==> src/rtl/mem_port_arbiter_pkg.sv <==
// mem_arb_pkg: shared encodings for the memory port arbiter.
// State encoding, port indices and bus width.
package mem_arb_pkg;

  localparam int DW = 32;

  typedef enum logic {
    ST_IDLE = 1'b0,
    ST_BUSY = 1'b1
  } state_t;

  localparam logic PORT_IF   = 1'b0;
  localparam logic PORT_DATA = 1'b1;

endpackage

==> src/rtl/mem_port_arbiter_if.sv <==
// Requester and memory-side bundle of the port arbiter.
// slave: arbiter view; master: requesters + memory view.
interface mem_port_arbiter_if;
  import mem_arb_pkg::*;

  logic          req0;
  logic          req1;
  logic          we0;
  logic          we1;
  logic [DW-1:0] addr0;
  logic [DW-1:0] addr1;
  logic [DW-1:0] wdata0;
  logic [DW-1:0] wdata1;
  logic          done0;
  logic          done1;
  logic [DW-1:0] rdata;
  logic          mem_req;
  logic          mem_we;
  logic [DW-1:0] mem_addr;
  logic [DW-1:0] mem_wdata;
  logic          mem_ack;
  logic [DW-1:0] mem_rdata;
  logic          sel;

  modport slave (
    input  req0, req1, we0, we1,
    input  addr0, addr1, wdata0, wdata1,
    input  mem_ack, mem_rdata,
    output done0, done1, rdata, sel,
    output mem_req, mem_we, mem_addr, mem_wdata
  );

  modport master (
    output req0, req1, we0, we1,
    output addr0, addr1, wdata0, wdata1,
    output mem_ack, mem_rdata,
    input  done0, done1, rdata, sel,
    input  mem_req, mem_we, mem_addr, mem_wdata
  );

endinterface

==> src/rtl/mem_port_arbiter_mux.sv <==
// twox1_32bit: 32-bit 2:1 mux steering a port onto the bus.
// Ports: sel, d0 (sel=0), d1 (sel=1), y.
module twox1_32bit (
  input  logic        sel,
  input  logic [31:0] d0,
  input  logic [31:0] d1,
  output logic [31:0] y
);

  assign y = sel ? d1 : d0;

endmodule

==> src/rtl/mem_port_arbiter.sv <==
// Two-port arbiter/sequencer for the single memory port.
// Ports: clk, rst_n, bus (slave). Macro MEM_ARB_RR_EN: RR ties.
import mem_arb_pkg::*;

module mem_port_arbiter (
  input  logic               clk,
  input  logic               rst_n,
  mem_port_arbiter_if.slave  bus
);

  state_t st;
  logic   sel_q;
  logic   we_q;
  logic   req_q;
  logic   win;

`ifdef MEM_ARB_RR_EN
  logic last;

  // Tie goes to the port that was not served last.
  assign win = (bus.req0 & bus.req1) ? ~last
                                     : bus.req1;
`else
  // Data port always wins ties.
  assign win = bus.req1 ? PORT_DATA : PORT_IF;
`endif

  always_ff @(posedge clk or negedge rst_n) begin
    if (!rst_n) begin
      st    <= ST_IDLE;
      sel_q <= PORT_IF;
      we_q  <= 1'b0;
      req_q <= 1'b0;
`ifdef MEM_ARB_RR_EN
      last  <= PORT_DATA;
`endif
    end else begin
      unique case (st)
        ST_IDLE: begin
          if (bus.req0 | bus.req1) begin
            st    <= ST_BUSY;
            sel_q <= win;
            we_q  <= win ? bus.we1 : bus.we0;
            req_q <= 1'b1;
          end
        end
        ST_BUSY: begin
          if (bus.mem_ack) begin
            st    <= ST_IDLE;
            we_q  <= 1'b0;
            req_q <= 1'b0;
`ifdef MEM_ARB_RR_EN
            last  <= sel_q;
`endif
          end
        end
        default: st <= ST_IDLE;
      endcase
    end
  end

  twox1_32bit u_addr_mux (
    .sel (sel_q),
    .d0  (bus.addr0),
    .d1  (bus.addr1),
    .y   (bus.mem_addr)
  );

  twox1_32bit u_wdata_mux (
    .sel (sel_q),
    .d0  (bus.wdata0),
    .d1  (bus.wdata1),
    .y   (bus.mem_wdata)
  );

  logic fin;
  assign fin = (st == ST_BUSY) & bus.mem_ack;

  assign bus.done0   = fin & (sel_q == PORT_IF);
  assign bus.done1   = fin & (sel_q == PORT_DATA);
  assign bus.rdata   = bus.mem_rdata;
  assign bus.sel     = sel_q;
  assign bus.mem_req = req_q;
  assign bus.mem_we  = we_q;

endmodule

==> src/flat_wrapper.sv <==
// flat-port wrapper written by rule: the top's interface ports become plain ports
module mem_port_arbiter_flat 
  (clk, rst_n, bus_req0, bus_req1, bus_we0, bus_we1, bus_addr0, bus_addr1, bus_wdata0, bus_wdata1, bus_mem_ack, bus_mem_rdata, bus_done0, bus_done1, bus_rdata, bus_sel, bus_mem_req, bus_mem_we, bus_mem_addr, bus_mem_wdata);
  mem_port_arbiter_if bus_i ();
  input  logic clk;
  input  logic rst_n;
  input wire logic [$bits(bus_i.req0)-1:0] bus_req0;
  input wire logic [$bits(bus_i.req1)-1:0] bus_req1;
  input wire logic [$bits(bus_i.we0)-1:0] bus_we0;
  input wire logic [$bits(bus_i.we1)-1:0] bus_we1;
  input wire logic [$bits(bus_i.addr0)-1:0] bus_addr0;
  input wire logic [$bits(bus_i.addr1)-1:0] bus_addr1;
  input wire logic [$bits(bus_i.wdata0)-1:0] bus_wdata0;
  input wire logic [$bits(bus_i.wdata1)-1:0] bus_wdata1;
  input wire logic [$bits(bus_i.mem_ack)-1:0] bus_mem_ack;
  input wire logic [$bits(bus_i.mem_rdata)-1:0] bus_mem_rdata;
  output wire logic [$bits(bus_i.done0)-1:0] bus_done0;
  output wire logic [$bits(bus_i.done1)-1:0] bus_done1;
  output wire logic [$bits(bus_i.rdata)-1:0] bus_rdata;
  output wire logic [$bits(bus_i.sel)-1:0] bus_sel;
  output wire logic [$bits(bus_i.mem_req)-1:0] bus_mem_req;
  output wire logic [$bits(bus_i.mem_we)-1:0] bus_mem_we;
  output wire logic [$bits(bus_i.mem_addr)-1:0] bus_mem_addr;
  output wire logic [$bits(bus_i.mem_wdata)-1:0] bus_mem_wdata;
  assign bus_i.req0 = bus_req0;
  assign bus_i.req1 = bus_req1;
  assign bus_i.we0 = bus_we0;
  assign bus_i.we1 = bus_we1;
  assign bus_i.addr0 = bus_addr0;
  assign bus_i.addr1 = bus_addr1;
  assign bus_i.wdata0 = bus_wdata0;
  assign bus_i.wdata1 = bus_wdata1;
  assign bus_i.mem_ack = bus_mem_ack;
  assign bus_i.mem_rdata = bus_mem_rdata;
  assign bus_done0 = bus_i.done0;
  assign bus_done1 = bus_i.done1;
  assign bus_rdata = bus_i.rdata;
  assign bus_sel = bus_i.sel;
  assign bus_mem_req = bus_i.mem_req;
  assign bus_mem_we = bus_i.mem_we;
  assign bus_mem_addr = bus_i.mem_addr;
  assign bus_mem_wdata = bus_i.mem_wdata;
  mem_port_arbiter u_core (.clk(clk), .rst_n(rst_n), .bus(bus_i));
endmodule
==> config.mk <==
export PLATFORM = sky130hd
export DESIGN_NAME = mem_port_arbiter_flat
export DESIGN_NICKNAME = d
export VERILOG_FILES = /design/src/rtl/mem_port_arbiter_pkg.sv /design/src/rtl/mem_port_arbiter_if.sv /design/src/rtl/mem_port_arbiter_mux.sv /design/src/rtl/mem_port_arbiter.sv /design/src/flat_wrapper.sv
export SDC_FILE = /design/constraint.sdc
export NUM_CORES = 1
export LEC_CHECK = 0
export CORE_AREA = 2 2 105 107
export DETAILED_ROUTE_END_ITERATION = 12
export DIE_AREA = 0 0 107 109
export MAX_ROUTING_LAYER = met4
export SYNTH_ARGS = -nofsm -noshare
export SYNTH_HDL_FRONTEND = slang
export SYNTH_SLANG_ARGS = --single-unit
==> constraint.sdc <==
create_clock -name clk -period 3.5 [get_ports clk]
set_input_delay 0.525 -clock clk [delete_from_list [all_inputs] [get_ports clk]]
set_output_delay 0.525 -clock clk [all_outputs]
set_load 0.02 [all_outputs]
### Word level (Yosys, flattened, before mapping)

Cells that the tools add are included.

* equality and inequality tests: 2
* mux-type cells: 12
* bitwise logic cells: 6
* reductions and logical operators: 2

Operators with widths (number)
* two-way mux 32 bit: 2
* two-way mux 1 bit: 7
* case mux 1 bit (2 select lines): 3
* AND reduction 2 bit: 2
* bitwise AND 1 bit: 3
* != test 2 x 1 -> 1 bit, second input constant: 1
* != test 2 bit, second input constant: 1
* inverter 1 bit: 2
* OR 1 bit: 1

* register bits after elaboration: 4
* output and inout bits: 101
* word-level logic and storage cells: 26

### Depth between registers and ports, before layout

* depth in word-level cells: 4
* gate-level depth with buffers: 4
* depth with buffers taken out: 3

### Cells and area by module

Synthesis repeated with hierarchy kept, for this count alone.

* cells, all modules: 123
* area, all modules: 1520.2 µm²

By module, submodules not included
* twox1_32bit: instances 2, cells each 36, area an instance 544.3 µm², seq. area each 0.0 µm²
* mem_port_arbiter: instances 1, cells each 51, area an instance 431.7 µm², seq. area each 100.1 µm²

### Worst setup path before layout

No wires, ideal clock.

* path type: flip-flop to output port
* from: register u_core.sel_q (netlist: u_core.bus.sel)
* to: output port bus_mem_addr[16]
* arrival: 1204 ps
* path slack: 1771 ps
* stages on the path, launching flop included: 4
* cell sequence: dfrtp_1 -> buf_6 -> buf_6 -> mux2_1

* word-level cells in the longest chain between the ends: 1

Ends and longest elaborated chain
* start, declared: RTL line mem_port_arbiter.sv:12 `logic sel_q;`
* start signal, assigned: RTL line mem_port_arbiter.sv:42 `sel_q <= win;`
* two-way mux 32 bit: RTL line mem_port_arbiter_mux.sv:10 `assign y = sel ? d1 : d0;`
* end, declared: RTL line flat_wrapper.sv:23 `output wire logic [$bits(bus_i.mem_addr)-1:0] bus_mem_addr;`

Every way passes these cells.

### Worst setup path in the final report

* from: register u_core.sel_q (netlist: u_core.bus.sel)
* to: output port bus_mem_wdata[8]

* word-level cells in the longest chain between the ends: 1

Ends and longest elaborated chain
* two-way mux 32 bit: RTL line mem_port_arbiter_mux.sv:10
* end, declared: RTL line flat_wrapper.sv:24 `output wire logic [$bits(bus_i.mem_wdata)-1:0] bus_mem_wdata;`

Every way passes these cells.

==> flow_summary.json <==
{
  "final_core_util_pct": 30.8,
  "gpl.final_weighted_congestion": 0.824,
  "maximum_number_of_pins_on_one_net_before_global_route_repair": 38,
  "layout.filler_cells": 1092,
  "core-area_sq_mm": 0.0106,
  "chipHeight_um": 109,
  "routedWlPerCell_um": 12.4,
  "ys_ff_latch": 4,
  "floorplan.initialDensity_pct": 12.1,
  "clock_pin_slew_reported_for_the_worst_setup_and_hold_paths_after_clock_tree_synthesis_ns": 0.03,
  "die_area_sq_mm": 0.0117,
  "placement.io_buffers": 203,
  "vias": 1575,
  "drt_pass1_iterations": 2,
  "io-pin-count": 268,
  "critical_path.endpoint_type": "output port",
  "post_route_cells_drive_above_1_share_pct": 21.6,
  "post_cts_hold_buffer_count": 0,
  "final_hold_viol_count": 0,
  "via_count_of_the_first_global_routing_pass": 1605,
  "holdWs_ns": 0.505,
  "detail_route.wirelength_mm": 5.36,
  "worstHoldPathType": "input pin to asynchronous set/reset pin",
  "drt-initial-drc-count": 43,
  "synth_sequential_area_ratio_pct": 7.78,
  "ys_warns": 0,
  "die_w_um": 107,
  "yosys.cell_types.count": 18,
  "report.final.setup_viol": 0,
  "synth_cells": 122,
  "syn-mean-instance-area_sq_um": 10.5,
  "cts_max_path_buffers": 2,
  "h-tree-depth": 1,
  "tns_ns": 0,
  "timing_worst_slew_pin_value_ns": 0.431,
  "crit_arrival_ns": 2.15,
  "grt_remaining_overflow": 0,
  "power.static_leakage_uw": 0.00126,
  "drt.antenna.violating_nets": 0,
  "required_ns": 2.97,
  "cts.sinks": 4,
  "timing.final.crit_share_pct": 76.3,
  "tritoncts_clock_tree": "done",
  "syn_to_final_growth_pct": 154,
  "layout_common_cells": "203 x sky130_fd_sc_hd__clkdlybuf4s50_1, 38 x sky130_fd_sc_hd__mux2_2, 20 x sky130_fd_sc_hd__mux2_4",
  "cts_made_buffers": 3,
  "max_cap_viols": 0,
  "synth.top_cells.by_area": "sky130_fd_sc_hd__mux2_2 33%, sky130_fd_sc_hd__mux2_4 23%, sky130_fd_sc_hd__buf_4 19%, sky130_fd_sc_hd__dfrtp_1 7.8%, sky130_fd_sc_hd__mux2_1 6.1%",
  "status": "finished clean",
  "most_common_library_cell_in_the_layout_ignoring_fill_and_taps": "sky130_fd_sc_hd__clkdlybuf4s50_1",
  "vdd_ir_max_mv": 0.177,
  "remaining_max_slew_budget_at_the_tightest_pin_pct": 71.3,
  "timing.final.crit_period_ns": 2.67,
  "finish.net_count": 459,
  "slew_viol_final": 0,
  "avgViaCountPerCell": 3.65,
  "global_route.usage.total_pct": 8.33,
  "post-layout-total-power_uw": 1000,
  "fmaxAchievable_ghz": 0.374,
  "place_hpwl_mm": 4.57,
  "antenna_cells": 0,
  "post_route_clock_skew_ns": 0.00459,
  "worst-path-max-fanout": 37,
  "cellPowerDensity_mw_per_mm2": 307,
  "cts.repair_timing.setup_buffer_count": 0,
  "ctsResizeCount": 0,
  "timing_worst_setup_path_type": "flop to output port",
  "antenna_found_initial": 0,
  "rsz_0062_raised_after_global_routing": "no",
  "placementRows": 38,
  "synth.cell_area_sq_mm": 0.00129,
  "cts.root.buffer_cell": "sky130_fd_sc_hd__clkbuf_8",
  "clk-insertion-delay-late_ns": 0.22,
  "drt_drc_violations_left": 0,
  "synth_largest_area_cell": "sky130_fd_sc_hd__mux2_2",
  "cp_launch_type": "flop",
  "mappedNetlistNets": 289,
  "grt_first_pass_wirelength_mm": 7.76,
  "synth_top_area_share_pct": 33.3
}
final timing paths:
check | from | endpoint | slack [ns] | cells after the start
worst max-delay path | u_core.bus.sel$_DFFE_PN0P_ | bus_mem_wdata[8] | 0.83 | 3
worst min-delay path | rst_n | u_core.bus.mem_we$_DFFE_PN0P_ | 0.50 | 1
worst max register to register | u_core.bus.sel$_DFFE_PN0P_ | u_core.bus.sel$_DFFE_PN0P_ | 2.48 | 2
worst min register to register | u_core.bus.mem_we$_DFFE_PN0P_ | u_core.bus.mem_we$_DFFE_PN0P_ | 0.55 | 2
max in group asynchronous | rst_n | u_core.bus.sel$_DFFE_PN0P_ | 2.81 | 1
min in group clk | u_core.bus.mem_we$_DFFE_PN0P_ | u_core.bus.mem_we$_DFFE_PN0P_ | 0.55 | 2
registers in the layout, summed over array words and instances (netlist names):
| signal | cells |
|---|---|
| u_core.bus.mem_req | 1 |
| u_core.bus.mem_we | 1 |
| u_core.bus.sel | 1 |
| u_core.st | 1 |
cell families (layout without fill, tap and decap cells):
| kind of cell | Yosys count | in the layout | synth area share (%) |
|---|---|---|---|
| buffers and inverters | 41 | 210 | 23.9 |
| AOI/OAI and AO/OA | 5 | 5 | 2.24 |
| DFF | 4 | 4 | 7.78 |
| and+or+nand+nor | 6 | 6 | 2.53 |
| muxes | 66 | 66 | 63.5 |
worst max-delay path: stages (launching register included):
cell and delay [ns]:
sky130_fd_sc_hd__dfrtp_4 0.68, sky130_fd_sc_hd__buf_12 0.30, sky130_fd_sc_hd__mux2_2 0.37, sky130_fd_sc_hd__clkdlybuf4s50_1 0.53
Yosys cell counts:
master,number
sky130_fd_sc_hd__buf_4,32
sky130_fd_sc_hd__nand2b_1,1
sky130_fd_sc_hd__mux2_1,7
sky130_fd_sc_hd__a21oi_1,1
sky130_fd_sc_hd__o31a_1,1
sky130_fd_sc_hd__nor2_1,1
sky130_fd_sc_hd__dfrtp_1,4
sky130_fd_sc_hd__inv_1,2
sky130_fd_sc_hd__nand2_1,1
sky130_fd_sc_hd__o21ai_0,3
sky130_fd_sc_hd__nor3_1,1
sky130_fd_sc_hd__mux2i_1,1
sky130_fd_sc_hd__buf_6,4
sky130_fd_sc_hd__nand3b_1,1
sky130_fd_sc_hd__buf_2,3
sky130_fd_sc_hd__mux2_4,20
sky130_fd_sc_hd__and3_1,1
sky130_fd_sc_hd__mux2_2,38
layer usage:
metal	track usage (%)	part of all wire [%]	vias to the layer above
met5	-	0	-
met4	1.30	0.54	0
met3	2.87	12	4
met2	14.6	50	120
met1	9.42	37	713
li1	-	-	738
stage by stage:
step / area, sq um / setup slack (ns) / cells
after floorplan: 1290 / 1.77 / 122
after global placement: 3220 / 1.03 / 427
after detailed placement: 3220 / 1.01 / 427
after CTS: 3260 / 0.770 / 431
after global routing: 3260 / 0.709 / 431
final: 3260 / 0.829 / 431
report_power, final:
part / total [uW] / internal (uW) / switching [uW]
Combinational: 807 / 499 / 309
Sequential: 89.6 / 55.1 / 34.5
Clock: 103 / 77.9 / 25.4
Total: 1000 / 632 / 369
layout make-up:
| type | count | area, sq um | share of cell area, % |
|---|---|---|---|
| Timing Repair Buffer | 204 | 2050 | 62.9 |
| Sequential cell | 4 | 104 | 3.18 |
| Clock buffer | 4 | 45.0 | 1.38 |
| Inverter | 2 | 7.51 | 0.230 |
| Multi-Input combinational cell | 77 | 878 | 26.9 |
| Tap cell | 140 | 175 | 5.37 |
Note: power is estimated with default switching activity, not from simulation.
